==> src/rtl/i2s_rx_pkg.sv <==
// i2s_rx_pkg: channel codes, framing FSM states and default word width shared by the I2S blocks.
package i2s_rx_pkg;

    localparam logic CH_LEFT  = 1'b0;
    localparam logic CH_RIGHT = 1'b1;
    localparam int   DW_DEF   = 16;

    typedef enum logic [1:0] {
        ST_UNLOCKED,
        ST_SYNC,
        ST_RUN
    } state_e;

endpackage

==> src/rtl/i2s_rx_sync_edge.sv <==
// i2s_rx_sync_edge: multi-stage synchronizer for a strobe plus W data bits, with rise detect on the strobe.
// Data bits ride in the same chain as the strobe so they stay aligned with its detected edge.
module i2s_rx_sync_edge #(
    parameter int W      = 2,
    parameter int STAGES = 2
) (
    input  logic         mclk,
    input  logic         rst_n,
    input  logic         strobe_i,
    input  logic [W-1:0] d_i,
    output logic [W-1:0] d_o,
    output logic         rise_o
);

    logic [STAGES-1:0][W:0] chain_q, chain_d;
    logic                   prev_q, prev_d;

    always_comb begin
        chain_d = {chain_q[STAGES-2:0], {d_i, strobe_i}};
        prev_d  = chain_q[STAGES-1][0];
    end

    always_ff @(posedge mclk or negedge rst_n) begin
        if (!rst_n) begin
            chain_q <= '0;
            prev_q  <= 1'b0;
        end else begin
            chain_q <= chain_d;
            prev_q  <= prev_d;
        end
    end

    assign d_o    = chain_q[STAGES-1][W:1];
    assign rise_o = chain_q[STAGES-1][0] & ~prev_q;

endmodule

==> src/rtl/i2s_rx.sv <==
// i2s_rx: I2S slave receiver; recovers left/right PCM words from sclk/lrclk/sdata oversampled by mclk.
// Locks after two word-select boundaries and drops lock when sclk stalls for TIMEOUT mclk cycles.
module i2s_rx
    import i2s_rx_pkg::*;
#(
    parameter int DW          = DW_DEF,
    parameter int SYNC_STAGES = 2,
    parameter int TIMEOUT     = 1024,
    parameter int SLOT_MAX    = 64
) (
    input  logic          mclk,
    input  logic          rst_n,
    input  logic          sclk_i,
    input  logic          lrclk_i,
    input  logic          sdata_i,
    output logic [DW-1:0] l_dout,
    output logic [DW-1:0] r_dout,
    output logic          l_valid,
    output logic          r_valid,
    output logic          locked,
    output logic          err_short
);

    localparam int CW = $clog2(SLOT_MAX + 1);
    localparam int TW = $clog2(TIMEOUT + 1);

    logic [1:0]    sd;
    logic          sclk_rise;
    state_e        state_q, state_d;
    logic          ws_d_q, ws_d_d, ch_q, ch_d;
    logic [DW-1:0] shift_q, shift_d, l_dout_q, l_dout_d, r_dout_q, r_dout_d, word;
    logic [CW-1:0] bit_cnt_q, bit_cnt_d;
    logic [TW-1:0] to_cnt_q, to_cnt_d;
    logic          l_valid_q, l_valid_d, r_valid_q, r_valid_d;
    logic          locked_q, locked_d, err_short_q, err_short_d;
    logic          short, boundary, timeout, deliver;

    i2s_rx_sync_edge #(.W(2), .STAGES(SYNC_STAGES)) u_sync (
        .mclk     (mclk),
        .rst_n    (rst_n),
        .strobe_i (sclk_i),
        .d_i      ({lrclk_i, sdata_i}),
        .d_o      (sd),
        .rise_o   (sclk_rise)
    );

    always_comb begin
        short       = bit_cnt_q < CW'(DW);
        word        = short ? shift_q << (CW'(DW) - bit_cnt_q) : shift_q;
        boundary    = ws_d_q != ch_q;
        timeout     = to_cnt_q == TW'(TIMEOUT - 1);
        deliver     = !timeout && sclk_rise && boundary && state_q == ST_RUN;
        state_d     = state_q;
        ws_d_d      = ws_d_q;
        ch_d        = ch_q;
        shift_d     = shift_q;
        bit_cnt_d   = bit_cnt_q;
        to_cnt_d    = sclk_rise ? '0 : to_cnt_q + 1'b1;
        l_dout_d    = (deliver && ch_q == CH_LEFT) ? word : l_dout_q;
        r_dout_d    = (deliver && ch_q == CH_RIGHT) ? word : r_dout_q;
        l_valid_d   = deliver && ch_q == CH_LEFT;
        r_valid_d   = deliver && ch_q == CH_RIGHT;
        err_short_d = deliver && short;
        if (timeout) begin
            state_d   = ST_UNLOCKED;
            shift_d   = '0;
            bit_cnt_d = '0;
            to_cnt_d  = '0;
        end else if (sclk_rise) begin
            // the bit sampled now belongs to the word-select seen one sclk earlier
            ws_d_d = sd[1];
            ch_d   = ws_d_q;
            if (boundary) begin
                state_d   = (state_q == ST_UNLOCKED) ? ST_SYNC : ST_RUN;
                shift_d   = {{(DW-1){1'b0}}, sd[0]};
                bit_cnt_d = CW'(1);
            end else begin
                if (short) shift_d = {shift_q[DW-2:0], sd[0]};
                if (bit_cnt_q != CW'(SLOT_MAX)) bit_cnt_d = bit_cnt_q + 1'b1;
            end
        end
        locked_d = state_d == ST_RUN;
    end

    always_ff @(posedge mclk or negedge rst_n) begin
        if (!rst_n) begin
            state_q     <= ST_UNLOCKED;
            ws_d_q      <= 1'b0;
            ch_q        <= 1'b0;
            shift_q     <= '0;
            bit_cnt_q   <= '0;
            to_cnt_q    <= '0;
            l_dout_q    <= '0;
            r_dout_q    <= '0;
            l_valid_q   <= 1'b0;
            r_valid_q   <= 1'b0;
            locked_q    <= 1'b0;
            err_short_q <= 1'b0;
        end else begin
            state_q     <= state_d;
            ws_d_q      <= ws_d_d;
            ch_q        <= ch_d;
            shift_q     <= shift_d;
            bit_cnt_q   <= bit_cnt_d;
            to_cnt_q    <= to_cnt_d;
            l_dout_q    <= l_dout_d;
            r_dout_q    <= r_dout_d;
            l_valid_q   <= l_valid_d;
            r_valid_q   <= r_valid_d;
            locked_q    <= locked_d;
            err_short_q <= err_short_d;
        end
    end

    assign l_dout    = l_dout_q;
    assign r_dout    = r_dout_q;
    assign l_valid   = l_valid_q;
    assign r_valid   = r_valid_q;
    assign locked    = locked_q;
    assign err_short = err_short_q;

endmodule

==> config.mk <==
export PLATFORM = sky130hd
export DESIGN_NAME = i2s_rx
export DESIGN_NICKNAME = d
export VERILOG_FILES = /design/src/rtl/i2s_rx_pkg.sv /design/src/rtl/i2s_rx_sync_edge.sv /design/src/rtl/i2s_rx.sv
export SDC_FILE = /design/constraint.sdc
export NUM_CORES = 1
export LEC_CHECK = 0
export CAP_MARGIN = 20
export CORE_UTILIZATION = 50
export CTS_CLUSTER_DIAMETER = 120
export DETAILED_ROUTE_END_ITERATION = 8
export PLACE_DENSITY = 0.71
export SLEW_MARGIN = 30
export SYNTH_ARGS = -nofsm -noshare
export SYNTH_HDL_FRONTEND = slang
export SYNTH_SLANG_ARGS = --single-unit
==> constraint.sdc <==
create_clock -name mclk -period 3.2 [get_ports mclk]
set_clock_uncertainty 0.1 [all_clocks]
set_input_delay 0.32 -clock mclk [delete_from_list [all_inputs] [get_ports mclk]]
set_output_delay 0.32 -clock mclk [all_outputs]
set_load 0.01 [all_outputs]
==> flow_summary.toml, run 1 <==
[power]
clkPwrFrac_pct = 20.4
power_density_nw_per_um2 = 735
seq_power_share_pct = 39.5
peakVddDrop_v = 0.000269
switching_share_pct = 35.8
p_comb_share_pct = 40.0
p_leak_uw = 0.00210
p_int_uw = 2260
p_sw_uw = 1260

[clock_network]
cts_buffers = 9
htreeDepth = 3
cts_tree = "built"
path_clk_slew_ps = 90
cts_buffer_depth = 2
cts_setup_buffers = 0
root_buffer = "clkbuf_8"
clock_sinks = 81
worstSkewPairLatency_ps = 350

[synth]
synthTopCellsByArea = "dfrtp_1 (49%), mux2_2 (5.5%), mux4_2 (5.5%), mux2i_1 (4.4%), nor2_1 (3.6%)"
seq_area_frac_synth_pct = 49.5
syn_area_sq_um = 4100
yosysUniqueCellTypes = 59
synthFlopType = "dfrtp_1"
yosys_warnings = 0
synth_largest_area_cell = "dfrtp_1"
async_reset_ff_share_pct = 100
synth_top_area_share_pct = 49.5
synth-seq-cells = 81
synth_fp_nets = 369
synthCells = 361
synth_most_common_cell = "dfrtp_1"
avgSynthCellArea_sq_um = 11.3
ys_top_cells_by_count = "dfrtp_1 (81), nor2_1 (39), mux2_2 (20), nand2_1 (20), a21oi_1 (19)"
synth-edff-count = 0

[detailed_routing]
drt-vias-per-instance = 6.01
wl_per_cell_microns = 17.2
drt_first_pass_iters = 5
post-route-drc-count = 0
vias = 3071
drtIter0Drc = 267
final_antenna_net_count = 0
drt_wl_total_mm = 8.80

[finish]
register_area_sq_um = 2030
multi_input_area_sq_um = 1940
fin_util_pct = 61.3
drive_gt1_share_pct = 16.4
area_growth_pct = 17.0
nNetsFinal = 412
fillers = 651
insertedDiodeCount = 0

[setup_path]
end_kind = "flop"
ff2ff_setup_slack_ps = 640
startpoint = "bit_cnt_q[1]"
r2r-end = "bit_cnt_q[2]"
r2r_cells = 7
r2r-start = "bit_cnt_q[1]"
cp.arrival_ps = 2720
path_class = "flop to flop"
crit_fanout = 7
critical_path_required_ps = 3370
crit_path_end = "bit_cnt_q[2]"
cp-start-kind = "flop"

[sta]
finalSetupTns_ps = 0
max_freq_mhz = 391
relSlewSlack_pct = 51.2
finalCritPeriodShare_pct = 79.9
setup_viol_count_final = 0
whs_ps = 257
rsz0062_at_grt = "false"
fin_crit_ps = 2560
hold_viol_final = 0
maxSlewViolCount = 0
worst_pin_slew_ps = 731

[floorplan]
design.core.area_sq_um = 7810
die_h_microns = 92.5
die_w_microns = 92.5
ios = 41
initial_core_util_pct = 52.5
dieArea_sq_um = 8560
num_rows = 32

[min_path]
hold_class = "flop to flop"

[grt]
antenna_found_initial = 0
overflow = 0
grt_pass1_vias = 2851
grt_first_pass_wirelength_mm = 14.6
grt_max_degree = 82
track_usage_pct = 22.2

[placed_design]
io_buffers = 40
dp_hpwl_mm = 5.95
place_congestion = 0.948

[run]
maxCapViolations = 0

[outcome]
status = "completed"
[layout make-up]
| class | count | area share [%] |
|---|---|---|
| flip-flops and latches | 81 | 42.3 |
| multi-input cells | 256 | 40.6 |
| repair buffers | 51 | 10.2 |
| clock buffers | 10 | 2.66 |
| well taps | 102 | 2.66 |
| clock inverters | 6 | 1.23 |
| inverters | 5 | 0.392 |
[cell families (layout without fill, tap and decap cells)]
| family | count (synthesis) | in the layout | share of synthesized area [%] |
|---|---|---|---|
| adders and majority gates | 3 | 3 | 0.917 |
| AOI/OAI and AO/OA | 82 | 82 | 13.9 |
| buffers and inverters | 24 | 72 | 3.06 |
| DFF | 81 | 81 | 49.5 |
| xor gates and xnor gates | 12 | 12 | 2.93 |
| and+or+nand+nor | 111 | 111 | 14.3 |
| muxes | 48 | 48 | 15.4 |
[per-stage QoR]
step | std cells | setup slack, ps | power, uW | area [sq um]
final | 511 | 644 | 3520 | 4790
after global routing | 511 | 489 | 3740 | 4790
after CTS | 510 | 657 | 3530 | 4780
after detailed placement | 494 | 675 | 2810 | 4590
after global placement | 494 | 691 | 2780 | 4590
after floorplan | 361 | 554 | 2300 | 4100
[cell usage in the layout (no fill, tap or decap), types with 3 or more instances in the layout]
cell / instances
dfrtp_1: 81
nor2_1: 39
clkdlybuf4s50_1: 39
nand2_1: 20
mux2_2: 20
a21oi_1: 19
mux2i_1: 18
a22o_1: 15
o21ai_0: 11
mux4_2: 10
buf_4: 10
a31oi_1: 9
clkbuf_8: 9
and3_1: 7
nand3_1: 7
nor3_1: 7
xnor2_1: 6
inv_1: 5
and2_1: 4
nand4_1: 4
xor2_1: 4
o2bb2ai_1: 4
a22oi_1: 4
clkinv_2: 4
nand2b_1: 3
o21ai_1: 3
a221o_1: 3
ha_1: 3
[sequential cells by signal (all words and copies together) (netlist names), 2 cells and up]
name / count
l_dout: 16
r_dout: 16
shift_q: 16
to_cnt_q: 11
bit_cnt_q: 7
u_sync.chain_d: 3
state_q: 2
u_sync.d_o: 2
[timing repair]
action,CTS,global route
hold buffers,0,1
gates resized for setup,0,0
hold endpoints to repair,0,81
[power by group through the flow]
stage,Sequential [uW],Combinational [uW],Clock (uW)
finish,1390,1410,720
global route,1430,1530,780
CTS,1390,1400,735
detailed placement,1410,1400,0
global placement,1400,1380,0
floorplan,1440,859,0
[worst min-delay path by stage]
stage	startpoint	end	slack, ps	depth (start not counted)
finish	u_sync.chain_d[3]	u_sync.chain_q[3]	260	0
global route	u_sync.chain_d[4]	u_sync.d_o[0]	270	0
CTS	rst_n	u_sync.chain_d[3]	70	1
detailed placement	u_sync.chain_d[3]	u_sync.chain_q[3]	240	0
global placement	u_sync.chain_d[4]	u_sync.d_o[0]	230	0
floorplan	rst_n	bit_cnt_q[0]	-80	0
[critical path, cell delays in order (launching register included)]
cell	delay [ps]
dfrtp_1	450
inv_1	80
ha_1	300
or3b_1	460
or4b_1	660
a211oi_2	260
o21ai_1	80
o31ai_1	80
[routing by layer]
layer  global-route usage (%)  part of all wire, %  vias to the layer above
li1                         -                    -                     1425
met1                     34.2                   48                     1536
met2                     31.0                   45                      102
met3                     5.50                  6.1                        8
met4                     6.38                 0.93                        0
met5                        0                    0                        -
Power figures use the tool's default switching activity.
==> run 2: changes to the inputs <==
==> constraint.sdc (replaced) <==
create_clock -name mclk -period 2.4 [get_ports mclk]
set_clock_uncertainty 0.1 [all_clocks]
set_input_delay 0.24 -clock mclk [delete_from_list [all_inputs] [get_ports mclk]]
set_output_delay 0.24 -clock mclk [all_outputs]
set_load 0.01 [all_outputs]
==> flow_summary.toml, run 2 (synthesis results as in run 1) <==
[outcome]
status = "completed"

[setup_path]
cp-start-kind = "flop"
r2r-start = "bit_cnt_q[1]"
path_class = "flop to flop"
critical_path_required_ps = 2540
cp.arrival_ps = 2450
crit_fanout = 10
end_kind = "flop"
ff2ff_setup_slack_ps = 90
crit_path_end = "r_dout[11]"
startpoint = "bit_cnt_q[1]"
r2r_cells = 6
r2r-end = "r_dout[11]"

[finish]
final_common_cell = "dfrtp_1"
area_growth_pct = 22.3
insertedDiodeCount = 0
final_cells = 528
layout_common_cells = "dfrtp_1 (80), nor2_1 (39), clkdlybuf4s50_1 (39)"
fillers = 657
register_area_sq_um = 2030
multi_input_area_sq_um = 1970
drive_gt1_share_pct = 20.9
nNetsFinal = 429

[grt]
grt_pass1_vias = 2900
antenna_found_initial = 0
grt_max_degree = 45
track_usage_pct = 22.8
overflow = 0
grt_first_pass_wirelength_mm = 14.8

[floorplan]
die_w_microns = 92.5
die_h_microns = 92.5
dieArea_sq_um = 8560
num_rows = 32
design.core.area_sq_um = 7810
initial_core_util_pct = 52.5
ios = 41

[power]
p_leak_uw = 0.00219
p_comb_share_pct = 42.4
switching_share_pct = 34.4
power.total_uw = 5080
power_density_nw_per_um2 = 1010
clkPwrFrac_pct = 21.3
p_int_uw = 3330
seq_power_share_pct = 36.3
p_sw_uw = 1750
peakVddDrop_v = 0.000428

[clock_network]
cts_buffer_depth = 2
worstSkewPairLatency_ps = 360
path_clk_slew_ps = 90
cts_tree = "built"
root_buffer = "clkbuf_8"
htreeDepth = 3
cts_buffers = 9
clock_sinks = 81

[min_path]
hold_class = "input port to flop"

[sta]
fin_crit_ps = 2310
finalSetupTns_ps = 0
max_freq_mhz = 433
worst_pin_slew_ps = 524
relSlewSlack_pct = 64.1
setup_viol_count_final = 0
rsz0062_at_grt = "false"
finalCritPeriodShare_pct = 96.3
maxSlewViolCount = 0
hold_viol_final = 0

[placed_design]
place_inst = 508
io_buffers = 40
dp_hpwl_mm = 6.25
place_congestion = 0.921

[detailed_routing]
drt_first_pass_iters = 4
drtIter0Drc = 379
final_antenna_net_count = 0
post-route-drc-count = 0
drt_wl_total_mm = 8.81
drt-vias-per-instance = 5.81
wl_per_cell_microns = 16.7
vias = 3070

[run]
maxCapViolations = 0
-- run 2: cell count changes in the layout (fill, tap and decap cells not counted), moves of 3 or more --
cell and change:
buf_12 +3, buf_4 +15, clkinvlp_4 +3, clkinv_2 -4
-- run 2: power groups by stage --
| stage | clock, uW | combinational (uW) | sequential [uW] |
|---|---|---|---|
| final | 1080 | 2150 | 1850 |
| after global routing | 1180 | 2330 | 1890 |
| after CTS | 1110 | 2100 | 1850 |
| after detailed placement | 0 | 2100 | 1870 |
| after global placement | 0 | 2050 | 1860 |
| after floorplan | 0 | 1190 | 1920 |
-- run 2: per-stage QoR --
stage / cell area, sq um / setup WS [ps] / util (%) / hold slack, ps
after floorplan: 4130 / 2.64 / - / -156
after global placement: 4750 / 123 / 60.8 / 136
after detailed placement: 4750 / 68.1 / 60.8 / 143
after CTS: 4980 / 38.0 / 63.7 / 202
after global routing: 5010 / 2.75 / 64.2 / 196
final: 5010 / 88.7 / 64.2 / 212
-- run 2: worst min-delay path by stage --
| stage | startpoint | slack, ps | end | cells after the start |
|---|---|---|---|---|
| 2_1_floorplan | rst_n | -160 | bit_cnt_q[0] | 0 |
| 3_3_place_gp | rst_n | 140 | to_cnt_q[5] | 1 |
| 3_5_place_dp | rst_n | 140 | to_cnt_q[5] | 1 |
| 4_1_cts | sclk_i | 200 | u_sync.chain_d[3] | 1 |
| 5_1_grt | sclk_i | 200 | u_sync.chain_d[3] | 1 |
| 6_report | sclk_i | 210 | u_sync.chain_d[3] | 1 |
-- run 2: final cells by class --
type,count,share of cell area (%)
multi-input cells,256,39.3
clock inverters,6,1.82
inverters,5,0.375
flip-flops and latches,81,40.5
well taps,102,2.55
repair buffers,68,12.9
clock buffers,10,2.55
-- run 2: repair_timing --
item,CTS,global route
hold endpoints to repair,37,0
endpoints found under the setup margin,0,23
setup buffers,0,3
hold buffers,1,0
gates resized for setup,0,3
-- run 2: worst max-delay path, stage by stage (launching register included) --
cell and delay, ps:
dfrtp_1 420, buf_4 150, or4_1 510, o21ai_2 190, nand2_4 140, a221o_1 420
mux2_2 270
-- run 2: metal layers --
metal	part of all wire [%]	GRT usage [%]
met3	6.0	4.52
met2	45	34.2
met5	0	0
met4	1.1	7.94
met1	48	32.9
==> run 3: changes to the inputs <==
--- a/config.mk
+++ b/config.mk
@@ -9,6 +9,7 @@
 export CORE_UTILIZATION = 50
 export CTS_CLUSTER_DIAMETER = 120
 export DETAILED_ROUTE_END_ITERATION = 8
+export GPL_ROUTABILITY_DRIVEN = 0
 export PLACE_DENSITY = 0.71
 export SLEW_MARGIN = 30
 export SYNTH_ARGS = -nofsm -noshare
==> flow_summary.toml, run 3 (synthesis results as in run 1) <==
[finish]
nNetsFinal = 425
final_cells = 523
insertedDiodeCount = 0
layout_common_cells = "dfrtp_1 (81), nor2_1 (39), clkdlybuf4s50_1 (39)"
stdcell_area_sq_um = 4920
fillers = 659
final_common_cell = "dfrtp_1"
area_growth_pct = 20.0
drive_gt1_share_pct = 19.5

[power]
p_leak_uw = 0.00216
clkPwrFrac_pct = 17.9
power_density_nw_per_um2 = 973
seq_power_share_pct = 38.5
p_comb_share_pct = 43.6
peakVddDrop_v = 0.000478
p_sw_uw = 1700
p_int_uw = 3080
switching_share_pct = 35.6

[detailed_routing]
post-route-drc-count = 0
drtIter0Drc = 248
drt_wl_total_mm = 8.97
drt-vias-per-instance = 5.82
vias = 3045
final_antenna_net_count = 0
wl_per_cell_microns = 17.1
drt_first_pass_iters = 5

[setup_path]
crit_path_end = "l_dout[11]"
path_class = "flop to flop"
cp_cell_sequence = "buf_4 > or4_1 > o21ai_2 > nand2_2 > a221o_1 > mux2_2"
cp_slowest_cell = "or4_1"
r2r-end = "l_dout[11]"
cp-start-kind = "flop"
r2r_cells = 6
slowest_delay_ps = 520
crit_fanout = 11
critical_path_required_ps = 2530
startpoint = "bit_cnt_q[1]"
ff2ff_setup_slack_ps = 80
r2r-start = "bit_cnt_q[1]"
cp.arrival_ps = 2450
end_kind = "flop"

[clock_network]
cts_tree = "built"
htreeDepth = 3
cts_buffer_depth = 2
cts_setup_buffers = 0
path_clk_slew_ps = 70
root_buffer = "clkbuf_8"
worstSkewPairLatency_ps = 350
clock_sinks = 81
cts_buffers = 9

[sta]
relSlewSlack_pct = 58.4
max_freq_mhz = 431
finalSetupTns_ps = 0
worst_pin_slew_ps = 624
fin_crit_ps = 2320
finalCritPeriodShare_pct = 96.7
hold_viol_final = 0
maxSlewViolCount = 0
setup_viol_count_final = 0
rsz0062_at_grt = "false"

[placed_design]
place_inst = 507
placed_cell_area_sq_um = 4740
io_buffers = 40
dp_hpwl_mm = 6.36

[min_path]
hold_depth = 1
hold_class = "input port to flop"

[floorplan]
ios = 41
die_h_microns = 92.5
dieArea_sq_um = 8560
initial_core_util_pct = 52.5
design.core.area_sq_um = 7810
num_rows = 32
die_w_microns = 92.5

[grt]
overflow = 0
grt_max_degree = 49
grt_first_pass_wirelength_mm = 15.1
grt_pass1_vias = 2941
antenna_found_initial = 0
track_usage_pct = 23.2

[outcome]
status = "completed"

[run]
maxCapViolations = 0
-- run 3: cell count changes in the layout (fill, tap and decap cells not counted), sizes merged --
cell      previous run  this run
inv                  6         5
clkbuf              10        12
clkinv               0         2
bufinv               2         0
buf                 28        24
clkinvlp             3         1
-- run 3: layer usage --
layer  vias up  track usage (%)  part of all wire [%]  wire [microns]
li1       1452                -                     -               -
met3         8             3.78                   5.4             480
met1      1497             33.9                    48            4290
met5         -                0                     0               0
met4         0             10.8                   1.3             121
met2        88             33.8                    45            4070
-- run 3: how the worst min path moves through the flow --
stage          startpoint                 to
4_1_cts            sclk_i  u_sync.chain_d[3]
2_1_floorplan       rst_n       bit_cnt_q[0]
3_5_place_dp        rst_n        to_cnt_q[5]
3_3_place_gp        rst_n        to_cnt_q[4]
5_1_grt            sclk_i  u_sync.chain_d[3]
6_report           sclk_i  u_sync.chain_d[3]
-- run 3: final cells by class --
cell class                      count  area [sq um]  area share, %
Sequential cell                    81          2030           41.2
Clock inverter                      3          17.5          0.356
Tap cell                          102           128           2.60
Multi-Input combinational cell    256          1960           39.9
Clock buffer                       12           145           2.95
Timing Repair Buffer               64           618           12.6
Inverter                            5          18.8          0.382
-- run 3: timing repair --
item,in CTS,in global routing
gates resized for setup,0,1
endpoints found under the hold margin,47,0
setup endpoints to repair,0,1
hold buffers,1,0
-- run 3: power by group through the flow --
stage / registers (uW) / clock network (uW) / logic, uW
final: 1840 / 855 / 2090
after floorplan: 1920 / 0 / 1190
after detailed placement: 1870 / 0 / 2080
after global routing: 1880 / 929 / 2270
after global placement: 1850 / 0 / 2020
after CTS: 1840 / 878 / 2080
-- run 3: metrics by stage --
step | setup slack (ps) | power (uW) | hold WS (ps) | utilization (%)
2_1_floorplan | 2.64 | 3110 | -156 | -
3_3_place_gp | 177 | 3880 | 191 | 60.7
3_5_place_dp | 84.0 | 3950 | 201 | 60.7
4_1_cts | 74.5 | 4800 | 206 | 62.9
5_1_grt | 7.75 | 5080 | 223 | 63.0
6_report | 79.9 | 4780 | 223 | 63.0
-- run 3: worst max-delay path, delay by kind of cell, from the launching register on --
family                 cells  cell delay [ps]
AO/OA/AOI/OAI              2              580
buffers and inverters      1              160
multiplexers               1              270
flip-flops                 1              380
AND/OR/NAND/NOR            2              710
